### src/rtl/tt_sweep_if.sv
// Truth-table sweeper bundle: start/s_in from the requester and function
// under test; vec drive and sweep results back from the sweeper.
//  master : drives start, s_in; observes vec and all results
//  slave  : the sweeper; consumes start, s_in; drives vec and results
interface tt_sweep_if #(
    parameter int N_IN = 3
);
    logic                 start;
    logic                 s_in;
    logic [N_IN-1:0]      vec;
    logic                 busy;
    logic                 done;
    logic                 pass;
    logic [2**N_IN-1:0]   table_q;
    logic [N_IN:0]        mism_cnt;
    logic [N_IN-1:0]      first_bad;
    logic                 bad_valid;

    modport master (
        output start, s_in,
        input  vec, busy, done, pass, table_q,
        input  mism_cnt, first_bad, bad_valid
    );

    modport slave (
        input  start, s_in,
        output vec, busy, done, pass, table_q,
        output mism_cnt, first_bad, bad_valid
    );
endinterface

### src/rtl/tt_sweep_ctrl.sv
// Sequential truth-table sweeper: steps vec through 0..2**N_IN-1, samples
// s_in after a settle window, and scores the captured table against EXPECT.
//  clk, reset : rising-edge clock, async active-high reset
//  sw (slave) : start/s_in in; vec, busy, done, pass, table_q, mism_cnt,
//               first_bad, bad_valid out (all registered)
module tt_sweep_ctrl #(
    parameter int                      N_IN   = 3,
    parameter int                      SETTLE = 1,
    parameter logic [(1<<N_IN)-1:0]    EXPECT = 'h70
) (
    input  logic       clk,
    input  logic       reset,
    tt_sweep_if.slave  sw
);
    localparam int CW = $clog2(SETTLE + 1);
    localparam int MW = N_IN + 1;
    localparam logic [N_IN-1:0] LAST = '1;

    typedef enum logic [1:0] {
        IDLE,
        SETTLING,
        SAMPLE,
        DONE
    } state_t;

    state_t        state;
    state_t        state_n;
    logic [CW-1:0] cnt;
    logic          miss;
    logic [MW-1:0] mism_n;

    always_ff @(posedge clk or posedge reset) begin
        if (reset) state <= IDLE;
        else       state <= state_n;
    end

    always_comb begin
        state_n = state;
        miss    = (sw.s_in != EXPECT[sw.vec]);
        mism_n  = sw.mism_cnt;
        unique case (state)
            IDLE: begin
                if (sw.start) state_n = SETTLING;
            end
            SETTLING: begin
                if (cnt == CW'(1)) state_n = SAMPLE;
            end
            SAMPLE: begin
                if (miss) mism_n = sw.mism_cnt + MW'(1);
                // DONE is taken before any increment, so vec never wraps
                if (sw.vec == LAST) state_n = DONE;
                else                state_n = SETTLING;
            end
            DONE: begin
                if (sw.start) state_n = SETTLING;
            end
            default: state_n = IDLE;
        endcase
    end

    always_ff @(posedge clk or posedge reset) begin
        if (reset) begin
            cnt          <= '0;
            sw.vec       <= '0;
            sw.busy      <= 1'b0;
            sw.done      <= 1'b0;
            sw.pass      <= 1'b0;
            sw.table_q   <= '0;
            sw.mism_cnt  <= '0;
            sw.first_bad <= '0;
            sw.bad_valid <= 1'b0;
        end else begin
            // status flags follow the next state so they stay registered
            sw.busy <= (state_n == SETTLING) || (state_n == SAMPLE);
            sw.done <= (state_n == DONE);
            sw.pass <= (state_n == DONE) && (mism_n == '0);
            unique case (state)
                IDLE, DONE: begin
                    if (sw.start) begin
                        cnt          <= CW'(SETTLE);
                        sw.vec       <= '0;
                        sw.table_q   <= '0;
                        sw.mism_cnt  <= '0;
                        sw.first_bad <= '0;
                        sw.bad_valid <= 1'b0;
                    end
                end
                SETTLING: begin
                    cnt <= cnt - CW'(1);
                end
                SAMPLE: begin
                    sw.table_q[sw.vec] <= sw.s_in;
                    sw.mism_cnt        <= mism_n;
                    if (miss && !sw.bad_valid) begin
                        sw.first_bad <= sw.vec;
                        sw.bad_valid <= 1'b1;
                    end
                    if (sw.vec != LAST) begin
                        sw.vec <= sw.vec + N_IN'(1);
                        cnt    <= CW'(SETTLE);
                    end
                end
                default: ;
            endcase
        end
    end
endmodule
### src/flat_wrapper.sv
// flat-port wrapper written by rule: the top's interface ports become plain ports
module tt_sweep_ctrl_flat 
#(
    parameter int                      N_IN   = 3,
    parameter int                      SETTLE = 1,
    parameter logic [(1<<N_IN)-1:0]    EXPECT = 'h70
)
  (clk, reset, sw_start, sw_s_in, sw_vec, sw_busy, sw_done, sw_pass, sw_table_q, sw_mism_cnt, sw_first_bad, sw_bad_valid);
  tt_sweep_if #(.N_IN(N_IN)) sw_i ();
  input  logic clk;
  input  logic reset;
  input wire logic [$bits(sw_i.start)-1:0] sw_start;
  input wire logic [$bits(sw_i.s_in)-1:0] sw_s_in;
  output wire logic [$bits(sw_i.vec)-1:0] sw_vec;
  output wire logic [$bits(sw_i.busy)-1:0] sw_busy;
  output wire logic [$bits(sw_i.done)-1:0] sw_done;
  output wire logic [$bits(sw_i.pass)-1:0] sw_pass;
  output wire logic [$bits(sw_i.table_q)-1:0] sw_table_q;
  output wire logic [$bits(sw_i.mism_cnt)-1:0] sw_mism_cnt;
  output wire logic [$bits(sw_i.first_bad)-1:0] sw_first_bad;
  output wire logic [$bits(sw_i.bad_valid)-1:0] sw_bad_valid;
  assign sw_i.start = sw_start;
  assign sw_i.s_in = sw_s_in;
  assign sw_vec = sw_i.vec;
  assign sw_busy = sw_i.busy;
  assign sw_done = sw_i.done;
  assign sw_pass = sw_i.pass;
  assign sw_table_q = sw_i.table_q;
  assign sw_mism_cnt = sw_i.mism_cnt;
  assign sw_first_bad = sw_i.first_bad;
  assign sw_bad_valid = sw_i.bad_valid;
  tt_sweep_ctrl #(.N_IN(N_IN), .SETTLE(SETTLE), .EXPECT(EXPECT)) u_core (.clk(clk), .reset(reset), .sw(sw_i));
endmodule
### config.mk
export PLATFORM = sky130hd
export DESIGN_NAME = tt_sweep_ctrl_flat
export DESIGN_NICKNAME = d
export VERILOG_FILES = /design/src/rtl/tt_sweep_if.sv /design/src/rtl/tt_sweep_ctrl.sv /design/src/flat_wrapper.sv
export SDC_FILE = /design/constraint.sdc
export NUM_CORES = 1
export LEC_CHECK = 0
export ABC_CLOCK_PERIOD_IN_PS = 2000
export CORE_MARGIN = 1.5
export CORE_UTILIZATION = 45
export CTS_CLUSTER_SIZE = 20
export DETAILED_ROUTE_END_ITERATION = 16
export GPL_TIMING_DRIVEN = 0
export PLACE_DENSITY = 0.73
export SLEW_MARGIN = 30
export SYNTH_ARGS = -nofsm -noshare
export SYNTH_HDL_FRONTEND = slang
export SYNTH_SLANG_ARGS = --single-unit
### constraint.sdc
create_clock -name clk -period 2 [get_ports clk]
set_clock_uncertainty 0.1 [all_clocks]
set_input_delay 0.5 -clock clk [delete_from_list [all_inputs] [get_ports clk]]
set_output_delay 0.5 -clock clk [all_outputs]
set_load 0.005 [all_outputs]
==> results.toml <==
[outcome]
status = "finished, violations left"
failed_checks = "design-rule violations, negative setup slack"

[global_routing]
grt_pass1_vias = 1258
antenna_found_initial = 0
grt_usage = 0.215
grt_pass1_wl_um = 5710
grt_max_degree = 26
globalRouteOverflowTotal = 0

[sta]
finalSetupViolations = 1
setup_ws_ns = -0.00555
max-slew-margin-rel = 0.645
tightestPinTransition_ns = 0.532
final_hold_viol_count = 0
period_share = 1.00
fmax_ghz = 0.499
fin_crit_ns = 2.01
slew_violations = 0
rsz0062_at_grt = "true"

[synth]
syn_avg_cell_area_um2 = 9.27
syn_area_um2 = 1370
yosys-top-cells-area = "dfrtp_1 46%, o21ai_0 6.9%, ha_1 6.4%"
synth_area_leader_cell = "dfrtp_1"
synth_nets = 159
ys_seq_elements = 25
syn_inst = 148
synth.yosys.seq_area_share = 0.456
ys_warn_count = 0
yosys.area.top_type_share = 0.456
synth_cell_type_count = 32

[critical_path]
worstSetupPathType = "reg2out"
cp_num_buf_inv = 1
required_ns = 1.40
critPathTopFamily = "buffers and inverters"
start_kind = "flip-flop"
path_cells = "clkdlybuf4s50_1"
slowest_delay_ns = 0.56
reg2reg_depth = 8
crit_fanout = 8
cpMaxStageDelayCell = "clkdlybuf4s50_1"
crit_arrival_ns = 1.41
end_kind = "output pin"
cp.depth = 1

[power]
ir_worst_vdd_mv = 1.04
power_leakage_nw = 0.863
power.density_nw_per_um2 = 1280

[finish]
layout_common_cells = "22 x clkdlybuf4s50_1, 20 x dfrtp_1, 17 x o21ai_0"
layout_commonest_cell = "clkdlybuf4s50_1"
n_antenna_cell = 0
regArea_um2 = 632
stdcell_area_um2 = 1940
nFillCells = 231
num-nets-final = 205
drive_gt1_frac = 0.233
syn2layout_area_growth_pct = 41.3
finish.utilization = 0.685
multi_input_area_um2 = 778

[job]
cap_violations = 0

[place]
place_area_um2 = 1670
detailed_place_hpwl_um = 2380
gp_congestion = 0.858
portBuffers = 25

[die]
core_area_um2 = 2830
rows = 19
die_w_um = 58.2
start_util = 0.485
io_pins = 26
die-area_um2 = 3390
die_y_um = 58.2

[clocking]
cts_buffer_depth = 2
cts_tree = "built"
hold_buffers = 0
clock_latency_ns = 0.32
clk_pin_slew_worst_paths_ns = 0.14
cts-root-buf = "clkbuf_4"
htreeDepth = 1
cts_buffers = 3
cts_sinks = 25

[routing]
via_count = 1372
dr.pass1.iters = 10
drt.antenna.violating_nets = 0
initialDrtViolationCount = 52
drc = 2
wl_per_cell_um = 16.2
wl_um = 3640
viasPerCell = 6.13

[min_path]
hold_path.class = "in2async"
==> cells in the mapped netlist, drive strengths merged <==
cell type  number
a22o            6
o21a            1
a221o           2
o31ai           1
a21boi          1
a31oi           2
a32o            2
o22ai           3
nor4            2
clkbuf          7
nand2          15
dfrtp          25
a221oi          1
mux2i           1
nand2b          5
nand3           4
a22oi           2
buf             2
a31o            1
mux2            1
nand4           3
a21oi          10
nor2            6
nor3            7
nor2b           5
xnor2           2
o21ai          19
ha              7
inv             5
==> metrics by stage <==
step / setup TNS [ns] / power (mW) / setup WS [ns] / cells / hold slack, ns
final: -0.00555 / 2.47 / -0.00555 / 224 / 0.418
after floorplan: 0 / 1.42 / 0.0232 / 148 / 0.389
after global placement: -2.91 / 1.76 / -0.439 / 204 / 0.381
after detailed placement: -3.66 / 1.79 / -0.465 / 204 / 0.389
after global routing: -0.0912 / 2.64 / -0.0372 / 224 / 0.431
after CTS: 0 / 2.26 / 0.00148 / 217 / 0.420
==> flip-flops by register name, indices dropped and copies added (netlist names) <==
register             flops
u_core.sw.table_q        8
u_core.sw.mism_cnt       4
u_core.sw.first_bad      3
u_core.sw.vec            3
u_core.state             2
u_core.cnt               1
u_core.sw.bad_valid      1
u_core.sw.busy           1
u_core.sw.done           1
u_core.sw.pass           1
==> report_power, final <==
part	switching [mW]	total [mW]	internal [mW]
Sequential	0.121	0.743	0.622
Combinational	0.742	1.50	0.760
Clock	0.154	0.229	0.0751
Total	1.02	2.47	1.46
==> metal layers <==
layer / part of all wire / GRT usage / vias to the layer above
met5: 0 / 0 / -
met4: 0.021 / 0.0698 / 0
met3: 0.063 / 0.0246 / 9
met2: 0.51 / 0.367 / 54
met1: 0.41 / 0.286 / 671
li1: - / - / 638
==> final timing paths <==
kind,slack (ns),start,endpoint
max reg2reg,0.04,u_core.state[1],u_core.sw.pass
max,-0.006,u_core.sw.mism_cnt[1],sw_mism_cnt[1]
min,0.42,reset,u_core.sw.first_bad[0]
min reg2reg,0.42,u_core.sw.first_bad[2],u_core.sw.first_bad[2]
max in group asynchronous,1.00,reset,u_core.sw.mism_cnt[0]
min in group clk,0.42,u_core.sw.first_bad[2],u_core.sw.first_bad[2]
==> cell families (layout without fill, tap and decap cells) <==
group | after synthesis | count (layout) | share of synthesized area
AO/OA/AOI/OAI | 51 | 51 | 0.236
flip-flops | 25 | 25 | 0.456
AND/OR/NAND/NOR | 47 | 47 | 0.168
multiplexers | 2 | 2 | 0.0155
buffers and inverters | 14 | 59 | 0.0420
XOR/XNOR | 2 | 2 | 0.0183
adder cells (fa/ha/maj) | 7 | 7 | 0.0639
==> layout make-up <==
class                   instances  area share
plain buffers                   9      0.0336
clock buffers                   3      0.0116
clock inverters                 1     0.00258
inverters                       5     0.00968
multi-input cells             109       0.402
flip-flops and latches         25       0.326
well taps                      31      0.0200
repair buffers                 41       0.195
==> what timing repair did <==
item	4_1_cts	5_1_grt
setup buffers	9	7
endpoints found under the setup margin	6	12
gates resized for setup	15	19
pin swaps	1	4
Power figures use the tool's default switching activity.
